===== config.mk =====
export PLATFORM = sky130hd
export DESIGN_NAME = wb_select_stage_flat
export DESIGN_NICKNAME = d
export VERILOG_FILES = /design/src/rtl/wb_select_stage_if.sv /design/src/rtl/wb_select_stage.sv /design/src/flat_wrapper.sv
export SDC_FILE = /design/constraint.sdc
export NUM_CORES = 1
export LEC_CHECK = 0
export CORE_MARGIN = 8
export CORE_UTILIZATION = 42
export CTS_CLUSTER_DIAMETER = 120
export CTS_CLUSTER_SIZE = 25
export DETAILED_ROUTE_END_ITERATION = 8
export PLACE_DENSITY = 0.95
export SLEW_MARGIN = 20
export SYNTH_ARGS = -nofsm -noshare
export SYNTH_HDL_FRONTEND = slang
export SYNTH_SLANG_ARGS = --single-unit

===== constraint.sdc =====
create_clock -name clk -period 4.7 [get_ports clk]
set_clock_uncertainty 0.15 [all_clocks]
set_input_delay 0.47 -clock clk [delete_from_list [all_inputs] [get_ports clk]]
set_output_delay 0.47 -clock clk [all_outputs]
set_load 0.03 [all_outputs]

===== src/rtl/wb_select_stage_if.sv =====
// Bus bundle for wb_select_stage: upstream instruction, memory response,
// flush, and the registered writeback beat.
interface wb_select_stage_if #(
   parameter int WIDTH   = 32,
   parameter int REGADDR = 5
);
   localparam int OFFW = $clog2(WIDTH / 8);

   logic               in_valid;
   logic               in_ready;
   logic [1:0]         wb_sel;
   logic [1:0]         ld_size;
   logic               ld_unsigned;
   logic [OFFW-1:0]    byte_off;
   logic [WIDTH-1:0]   alu_result;
   logic [WIDTH-1:0]   pc_plus4;
   logic [WIDTH-1:0]   imm;
   logic [REGADDR-1:0] rd_addr;
   logic               reg_write;
   logic               mem_rvalid;
   logic [WIDTH-1:0]   mem_rdata;
   logic               flush;
   logic               out_valid;
   logic [WIDTH-1:0]   wb_data;
   logic [REGADDR-1:0] wb_addr;
   logic               wb_we;

   modport master (
      output in_valid, wb_sel, ld_size, ld_unsigned, byte_off,
             alu_result, pc_plus4, imm, rd_addr, reg_write,
             mem_rvalid, mem_rdata, flush,
      input  in_ready, out_valid, wb_data, wb_addr, wb_we
   );

   modport slave (
      input  in_valid, wb_sel, ld_size, ld_unsigned, byte_off,
             alu_result, pc_plus4, imm, rd_addr, reg_write,
             mem_rvalid, mem_rdata, flush,
      output in_ready, out_valid, wb_data, wb_addr, wb_we
   );
endinterface


===== src/rtl/wb_select_stage.sv =====
// Registered writeback stage: four-way source select, load wait with
// sub-word extraction/extension, and flush with in-flight load drain.
module wb_select_stage #(
   parameter int WIDTH   = 32,
   parameter int REGADDR = 5
) (
   input  logic              clk,
   input  logic              reset,
   wb_select_stage_if.slave  bus
);
   localparam int OFFW = $clog2(WIDTH / 8);

   typedef enum logic [1:0] {
      S_IDLE,
      S_WAIT_MEM,
      S_DRAIN
   } state_t;

   state_t             state;
   logic [1:0]         size_q;
   logic               uns_q;
   logic [OFFW-1:0]    off_q;
   logic [REGADDR-1:0] rd_q;
   logic               rw_q;

   logic               out_valid_q;
   logic [WIDTH-1:0]   wb_data_q;
   logic [REGADDR-1:0] wb_addr_q;
   logic               wb_we_q;

   logic [WIDTH-1:0]   src_sel;
   logic [OFFW-1:0]    lane;
   logic [WIDTH-1:0]   shifted;
   logic [WIDTH-1:0]   mask;
   logic               sign;
   logic [WIDTH-1:0]   ld_value;
   logic               accept;

   assign accept = (state == S_IDLE) && bus.in_valid && !bus.flush;

   always_comb begin
      src_sel = bus.alu_result;
      case (bus.wb_sel)
         2'b10:   src_sel = bus.pc_plus4;
         2'b11:   src_sel = bus.imm;
         default: src_sel = bus.alu_result;
      endcase
   end

   // Align the addressed lane to bit 0, then keep the access width and
   // fill the upper bits with either zeros or the access-width sign bit.
   always_comb begin
      lane = off_q;
      case (size_q)
         2'b01:   lane[0]   = 1'b0;
         2'b10:   lane[1:0] = 2'b00;
         2'b11:   lane      = '0;
         default: lane      = off_q;
      endcase
      shifted = bus.mem_rdata >> {lane, 3'b000};
      case (size_q)
         2'b00: begin
            mask = WIDTH'(8'hFF);
            sign = shifted[7];
         end
         2'b01: begin
            mask = WIDTH'(16'hFFFF);
            sign = shifted[15];
         end
         2'b10: begin
            mask = WIDTH'(32'hFFFF_FFFF);
            sign = shifted[31];
         end
         default: begin
            mask = '1;
            sign = shifted[WIDTH-1];
         end
      endcase
      ld_value = (shifted & mask) | ((sign && !uns_q) ? ~mask : '0);
   end

   always_ff @(posedge clk or posedge reset) begin
      if (reset) begin
         state       <= S_IDLE;
         size_q      <= '0;
         uns_q       <= 1'b0;
         off_q       <= '0;
         rd_q        <= '0;
         rw_q        <= 1'b0;
         out_valid_q <= 1'b0;
         wb_data_q   <= '0;
         wb_addr_q   <= '0;
         wb_we_q     <= 1'b0;
      end else begin
         out_valid_q <= 1'b0;
         wb_we_q     <= 1'b0;
         case (state)
            S_IDLE: begin
               if (accept) begin
                  size_q <= bus.ld_size;
                  uns_q  <= bus.ld_unsigned;
                  off_q  <= bus.byte_off;
                  rd_q   <= bus.rd_addr;
                  rw_q   <= bus.reg_write;
                  if (bus.wb_sel == 2'b01) begin
                     state <= S_WAIT_MEM;
                  end else begin
                     out_valid_q <= 1'b1;
                     wb_data_q   <= src_sel;
                     wb_addr_q   <= bus.rd_addr;
                     wb_we_q     <= bus.reg_write && (bus.rd_addr != '0);
                  end
               end
            end
            S_WAIT_MEM: begin
               // Flush coinciding with the data still retires the load silently.
               if (bus.mem_rvalid) begin
                  state <= S_IDLE;
                  if (!bus.flush) begin
                     out_valid_q <= 1'b1;
                     wb_data_q   <= ld_value;
                     wb_addr_q   <= rd_q;
                     wb_we_q     <= rw_q && (rd_q != '0);
                  end
               end else if (bus.flush) begin
                  state <= S_DRAIN;
               end
            end
            S_DRAIN: begin
               if (bus.mem_rvalid) begin
                  state <= S_IDLE;
               end
            end
            default: state <= S_IDLE;
         endcase
      end
   end

   assign bus.in_ready  = (state == S_IDLE);
   assign bus.out_valid = out_valid_q;
   assign bus.wb_data   = wb_data_q;
   assign bus.wb_addr   = wb_addr_q;
   assign bus.wb_we     = wb_we_q;
endmodule


===== src/flat_wrapper.sv =====
// flat-port wrapper written by rule: the top's interface ports become plain ports
module wb_select_stage_flat 
#(
   parameter int WIDTH   = 32,
   parameter int REGADDR = 5
)
  (clk, reset, bus_in_valid, bus_wb_sel, bus_ld_size, bus_ld_unsigned, bus_byte_off, bus_alu_result, bus_pc_plus4, bus_imm, bus_rd_addr, bus_reg_write, bus_mem_rvalid, bus_mem_rdata, bus_flush, bus_in_ready, bus_out_valid, bus_wb_data, bus_wb_addr, bus_wb_we);
  wb_select_stage_if #(.WIDTH(WIDTH), .REGADDR(REGADDR)) bus_i ();
  input  logic clk;
  input  logic reset;
  input wire logic [$bits(bus_i.in_valid)-1:0] bus_in_valid;
  input wire logic [$bits(bus_i.wb_sel)-1:0] bus_wb_sel;
  input wire logic [$bits(bus_i.ld_size)-1:0] bus_ld_size;
  input wire logic [$bits(bus_i.ld_unsigned)-1:0] bus_ld_unsigned;
  input wire logic [$bits(bus_i.byte_off)-1:0] bus_byte_off;
  input wire logic [$bits(bus_i.alu_result)-1:0] bus_alu_result;
  input wire logic [$bits(bus_i.pc_plus4)-1:0] bus_pc_plus4;
  input wire logic [$bits(bus_i.imm)-1:0] bus_imm;
  input wire logic [$bits(bus_i.rd_addr)-1:0] bus_rd_addr;
  input wire logic [$bits(bus_i.reg_write)-1:0] bus_reg_write;
  input wire logic [$bits(bus_i.mem_rvalid)-1:0] bus_mem_rvalid;
  input wire logic [$bits(bus_i.mem_rdata)-1:0] bus_mem_rdata;
  input wire logic [$bits(bus_i.flush)-1:0] bus_flush;
  output wire logic [$bits(bus_i.in_ready)-1:0] bus_in_ready;
  output wire logic [$bits(bus_i.out_valid)-1:0] bus_out_valid;
  output wire logic [$bits(bus_i.wb_data)-1:0] bus_wb_data;
  output wire logic [$bits(bus_i.wb_addr)-1:0] bus_wb_addr;
  output wire logic [$bits(bus_i.wb_we)-1:0] bus_wb_we;
  assign bus_i.in_valid = bus_in_valid;
  assign bus_i.wb_sel = bus_wb_sel;
  assign bus_i.ld_size = bus_ld_size;
  assign bus_i.ld_unsigned = bus_ld_unsigned;
  assign bus_i.byte_off = bus_byte_off;
  assign bus_i.alu_result = bus_alu_result;
  assign bus_i.pc_plus4 = bus_pc_plus4;
  assign bus_i.imm = bus_imm;
  assign bus_i.rd_addr = bus_rd_addr;
  assign bus_i.reg_write = bus_reg_write;
  assign bus_i.mem_rvalid = bus_mem_rvalid;
  assign bus_i.mem_rdata = bus_mem_rdata;
  assign bus_i.flush = bus_flush;
  assign bus_in_ready = bus_i.in_ready;
  assign bus_out_valid = bus_i.out_valid;
  assign bus_wb_data = bus_i.wb_data;
  assign bus_wb_addr = bus_i.wb_addr;
  assign bus_wb_we = bus_i.wb_we;
  wb_select_stage #(.WIDTH(WIDTH), .REGADDR(REGADDR)) u_core (.clk(clk), .reset(reset), .bus(bus_i));
endmodule

Word-level counts from Yosys, hierarchy flattened
Index checks and enable logic that the tools add are counted.
W data, S select, Z words.
{ "totals": {"word_cells": 78, "in_bits": 146, "reg_bits": 52, "output_inout_bits": 40} }
{ "op_classes": {"bitwise": 3, "n_shift": 1, "reduce_logical": 17, "eq_ne": 15, "muxes": 32} }
{ "op_table": {"columns": ["operator", "n"], "rows": [
  ["$pmux W32 S2", 3],
  ["$mux W32", 5],
  ["$and A32 B32 Y32", 1],
  ["$not A32 Y32", 1],
  ["$or A32 B32 Y32", 1],
  ["$shr A32 B5 Y32", 1],
  ["$mux W5", 4],
  ["$eq A2 B2 Y1 const B", 5],
  ["$mux W1", 10],
  ["$mux W2", 5],
  ["$pmux W5 S2", 1],
  ["$reduce_bool A5 Y1", 2],
  ["$ne A2 B2 Y1 const B", 4],
  ["$eq A2 B1 Y1 const B", 3],
  ["$pmux W1 S2", 3],
  ["$pmux W2 S3", 1],
  ["$logic_and A1 B1 Y1", 5],
  ["$reduce_and A5 Y1", 1],
  ["$logic_not A2 Y1", 2],
  ["$ne A2 B1 Y1 const B", 2],
  ["$reduce_and A4 Y1", 1],
  ["$ne A3 B3 Y1 const B", 1],
  ["$reduce_or A3 Y1", 1],
  ["$logic_not A1 Y1", 2],
  ["other kinds (3)", 3]
]} }

Longest topological paths before layout
{ "depth": {"depth_word": 11, "mapped_depth": 8, "mapped_depth_nobuf": 5} }

Worst setup path after synthesis
No wires, ideal clock.
{ "synth_path": {"path_type": "register to register", "startpoint": "register u_core.size_q[1]", "endpoint": "register u_core.wb_data_q[0], in the netlist u_core.bus.wb_data[0]", "setup_slack_ns": 2.858, "synth_period_minus_slack_ns": 1.842, "setup_ns": 0.126, "required_ns": 4.424, "path_buffers": 3, "path_stages_with_launch": 9, "arrival_time_ns": 1.567, "path_cell_list": "dfrtp_1 > buf_2 > or3b_2 > clkbuf_1 > buf_6 > nand2_1 > a32oi_1 > a21oi_1 > a21oi_1"} }
{ "synth_between": {"elab_chain_len": 11, "word_cells_on_any_way": 17, "classes_between": "eq/ne (3); shift (1); mux (7); bitwise (2); reduce/logical (4)"} }
{ "synth_rtl": {"columns": ["item", "line_no", "rtl"], "rows": [
  ["start, declared", "wb_select_stage.sv:20", "logic [1:0] size_q;"],
  ["start signal, assigned", "wb_select_stage.sv:100", "size_q <= bus.ld_size;"],
  ["$eq A2 B2 Y1 or $eq A2 B1 Y1 (tied branches)", "wb_select_stage.sv:54, wb_select_stage.sv:61", null],
  ["$reduce_or A3 Y1 (no line) or $reduce_or A2 Y1 (tied branches)", null, null],
  ["$mux W1", "wb_select_stage.sv:54", "case (size_q)"],
  ["$shr A32 B5 Y32", "wb_select_stage.sv:60", "shifted = bus.mem_rdata >> {lane, 3'b000};"],
  ["$pmux W1 S2", "wb_select_stage.sv:61", "case (size_q)"],
  ["$logic_and A1 B1 Y1", "wb_select_stage.sv:79", "ld_value = (shifted & mask) | ((sign && !uns_q) ? ~mask : '0);"],
  ["$mux W32", "wb_select_stage.sv:79", null],
  ["$or A32 B32 Y32 (*)", "wb_select_stage.sv:79", null],
  ["$mux W32 (*)", "wb_select_stage.sv:119", "if (!bus.flush) begin"],
  ["$mux W32 (*)", "wb_select_stage.sv:117", "if (bus.mem_rvalid) begin"],
  ["$pmux W32 S2 (*)", "wb_select_stage.sv:97", "case (state)"],
  ["end signal, assigned", "wb_select_stage.sv:109", "wb_data_q <= src_sel;"],
  ["end signal, assigned", "wb_select_stage.sv:121", "wb_data_q <= ld_value;"],
  ["end, declared", "wb_select_stage.sv:27", "logic [WIDTH-1:0] wb_data_q;"]
]} }
Every way passes the cells marked *; elsewhere a longest branch is shown, timed or not. The select of a mux whose other input is x is not followed.
A chain may end at the register's enable or synchronous reset.

Worst setup path in the final report
{ "layout_path": {"startpoint": "input bus_flush", "endpoint": "register u_core.wb_data_q[10], in the netlist u_core.bus.wb_data[10]"} }
{ "layout_between": {"elab_chain_len": 4, "word_cells_on_any_way": 5, "classes_between": "eq/ne (2); reduce/logical (3)"} }
{ "layout_rtl": {"columns": ["item", "line_no", "rtl"], "rows": [
  ["start, declared", "flat_wrapper.sv:23", "input wire logic [$bits(bus_i.flush)-1:0] bus_flush;"],
  ["$logic_not A1 Y1", "wb_select_stage.sv:39", "assign accept = (state == S_IDLE) && bus.in_valid && !bus.flush;"],
  ["$logic_and A1 B1 Y1", "wb_select_stage.sv:39", null],
  ["$ne A2 B1 Y1 (no line)", null, null],
  ["$reduce_and A5 Y1 (no line) (*)", null, null]
]} }
Every way passes the cells marked *; elsewhere a longest branch is shown, timed or not.

==> flow_summary.ini <==
[outcome]
status = completed

[finish]
final_nets = 708
drive_above_1_share_pct = 6.04
fin_area_um2 = 5250
layout_commonest_cell = clkdlybuf4s50_1
fin_cells = 665
syn_to_final_growth_pct = 58.6
final_cell_mix = clkdlybuf4s50_1 (183), a21oi_1 (71), nand2_1 (68)
insertedDiodeCount = 0

[critical_path]
start_kind = input port
critPathMaxStageDelay_ns = 0.83
cp_cell_sequence = clkdlybuf4s50_1 -> nor4b_4 -> buf_4 -> o21ai_2 -> nand2_2 -> o22ai_1 -> a21oi_1
crit_buf_inv = 2
cp.arrival_ns = 3.12
r2r_end = u_core.bus.wb_data[10]
r2r_slack_ns = 1.70
path_class = input port to flop
worst_setup_path_end_kind = flop
slowest_stage = nand2_2
r2r_cells = 5
r2r-start = u_core.state[1]
path_max_fanout = 52
crit_family = compound AO/OA/AOI/OAI gates
cp.required_ns = 4.70

[floorplan]
design.core.area_um2 = 7690
die_x_um = 105
fp.dieH_um = 105
initial_utilization_pct = 43.1
io_pins = 186
die-area_um2 = 11000
row_count = 32

[drt]
wl_mm = 12.6
vias = 3679
ant_nets = 0
drt-pass1-iter-count = 4
wl_met3_mm = 1.07
m1WireLength_mm = 5.15
viasPerCell = 5.53
met2_length_mm = 6.22
top_layer = met4
drc = 0
wl_per_cell_um = 19.0
drt_iter0_markers = 151

[worst_hold_path]
holdPathStages = 1
worstHoldStart = u_core.rw_q
hold_path.class = flop to flop
min_to = u_core.rw_q

[power_and_ir_drop]
p_leak_nw = 2.15
ir_drop_v = 0.000191
power_density_nw_per_um2 = 316

[global_routing]
grt-ovfl-total = 0
grt_max_degree = 66
grtUsageTotal_pct = 22.2
antenna_found_initial = 0
grt_pass1_wl_mm = 20.0
grt_pass1_vias = 3999

[placement]
dp_hpwl_mm = 9.99
dp.cells = 657
gp_congestion = 0.858
portBuffers = 185
place_area_um2 = 5160

[synthesis]
yosys_most_used_dff = dfrtp_1
synth_nets = 543
synth-edff-count = 0
netlist_area_um2 = 3310
syn_inst = 397
ys_types = 37
synth_seq_cells = 52
yosys_warnings = 0
avgSynthCellArea_um2 = 8.34
yosysSeqAreaShare_pct = 39.3
async_flop_share_pct = 100

[clock_tree]
cts_hold_buf = 0
cts_setup_buffers = 0
path_clk_slew_ns = 0.09
cts_buffer_depth = 2
h-tree-depth = 2
cts_inserted_buffers = 5
cts_root_buffer = clkbuf_8
clk_latency_ns = 0.30
cts_sinks = 52
tritoncts = done
cts_resized = 0

[timing]
period_needed_ns = 3.12
finalMaxSlewViolations = 0
relSlewSlack_pct = 24.5
report.final.setup_viol = 0
rsz0062_at_grt = no
finalCritPeriodShare_pct = 66.5
setup_tns_ns = 0
tightest_slew_ns = 1.13
max_freq_ghz = 0.320
hold_violations = 0

[run]
drv_cap = 0
state kept, by name, indices dropped and copies added (netlist names):
| register | flops |
|---|---|
| u_core.bus.wb_data | 32 |
| u_core.bus.wb_we | 1 |
| u_core.uns_q | 1 |
| u_core.state | 2 |
| u_core.size_q | 2 |
| u_core.bus.wb_addr | 5 |
| u_core.bus.out_valid | 1 |
| u_core.rd_q | 5 |
| u_core.off_q | 2 |
| u_core.rw_q | 1 |
layout make-up:
| cell class | instances | area, um^2 |
|---|---|---|
| clock inverters | 2 | 10.0 |
| well taps | 102 | 128 |
| inverters | 3 | 12.5 |
| flip-flops and latches | 52 | 1300 |
| multi-input cells | 311 | 1850 |
| repair buffers | 189 | 1870 |
| clock buffers | 6 | 82.6 |
| fillers | 601 | 2440 |
layer usage:
| metal | up-vias | global-route usage [%] |
|---|---|---|
| li1 | 1759 | - |
| met1 | 1735 | 26.4 |
| met2 | 170 | 38.8 |
| met3 | 15 | 6.02 |
| met4 | 0 | 5.50 |
| met5 | - | 0 |
worst max path at each step:
stage,startpoint,depth (start not counted),endpoint
6_report,bus_flush,7,u_core.bus.wb_data[10]
5_1_grt,bus_flush,7,u_core.bus.wb_data[10]
4_1_cts,bus_flush,7,u_core.bus.wb_data[16]
3_5_place_dp,bus_flush,7,u_core.bus.wb_data[10]
3_3_place_gp,bus_flush,7,u_core.bus.wb_data[29]
2_1_floorplan,reset,1,u_core.bus.out_valid
metrics by stage:
| stage | hold WS, ns | power (mW) | setup slack, ns | util, % |
|---|---|---|---|---|
| finish | 0.382 | 1.66 | 1.58 | 68.3 |
| CTS | 0.386 | 1.67 | 1.62 | 68.3 |
| global placement | 0.337 | 1.38 | 1.47 | 67.1 |
| global route | 0.405 | 1.75 | 1.41 | 68.3 |
| floorplan | 0.324 | 1.04 | 2.82 | - |
| detailed placement | 0.364 | 1.40 | 1.30 | 67.1 |
synthesized netlist by cell type, types with 2 or more instances:
cell type,n,area [um^2]
nand2_1,68,255
nor2b_1,3,18.8
mux2i_1,32,320
a32oi_1,7,61.3
o21ai_0,4,20.0
buf_2,11,55.1
nor2_1,47,176
nand3b_1,2,15.0
a31oi_1,6,37.5
a211oi_1,8,60.1
mux2_2,11,124
inv_1,3,11.3
a21oi_1,71,355
dfrtp_1,52,1300
or4_1,2,15.0
clkbuf_1,14,52.6
buf_4,4,30.0
nand2b_1,3,18.8
o22ai_1,25,156
a21o_1,7,52.6
report_power, final:
part | switching (mW) | internal (mW) | total (mW)
registers | 0.0744 | 0.540 | 0.615
clock network | 0.147 | 0.118 | 0.265
logic | 0.410 | 0.369 | 0.779
total | 0.631 | 1.03 | 1.66
cell families (layout without fill, tap and decap cells):
| logic type | after synthesis | after routing | share of synthesized area [%] |
|---|---|---|---|
| AND/OR/NAND/NOR | 133 | 133 | 17.6 |
| buffers and inverters | 34 | 200 | 4.95 |
| AO/OA/AOI/OAI | 135 | 135 | 24.7 |
| multiplexers | 43 | 43 | 13.4 |
| flip-flops | 52 | 52 | 39.3 |
No activity file was read; power rests on OpenSTA's default activity.
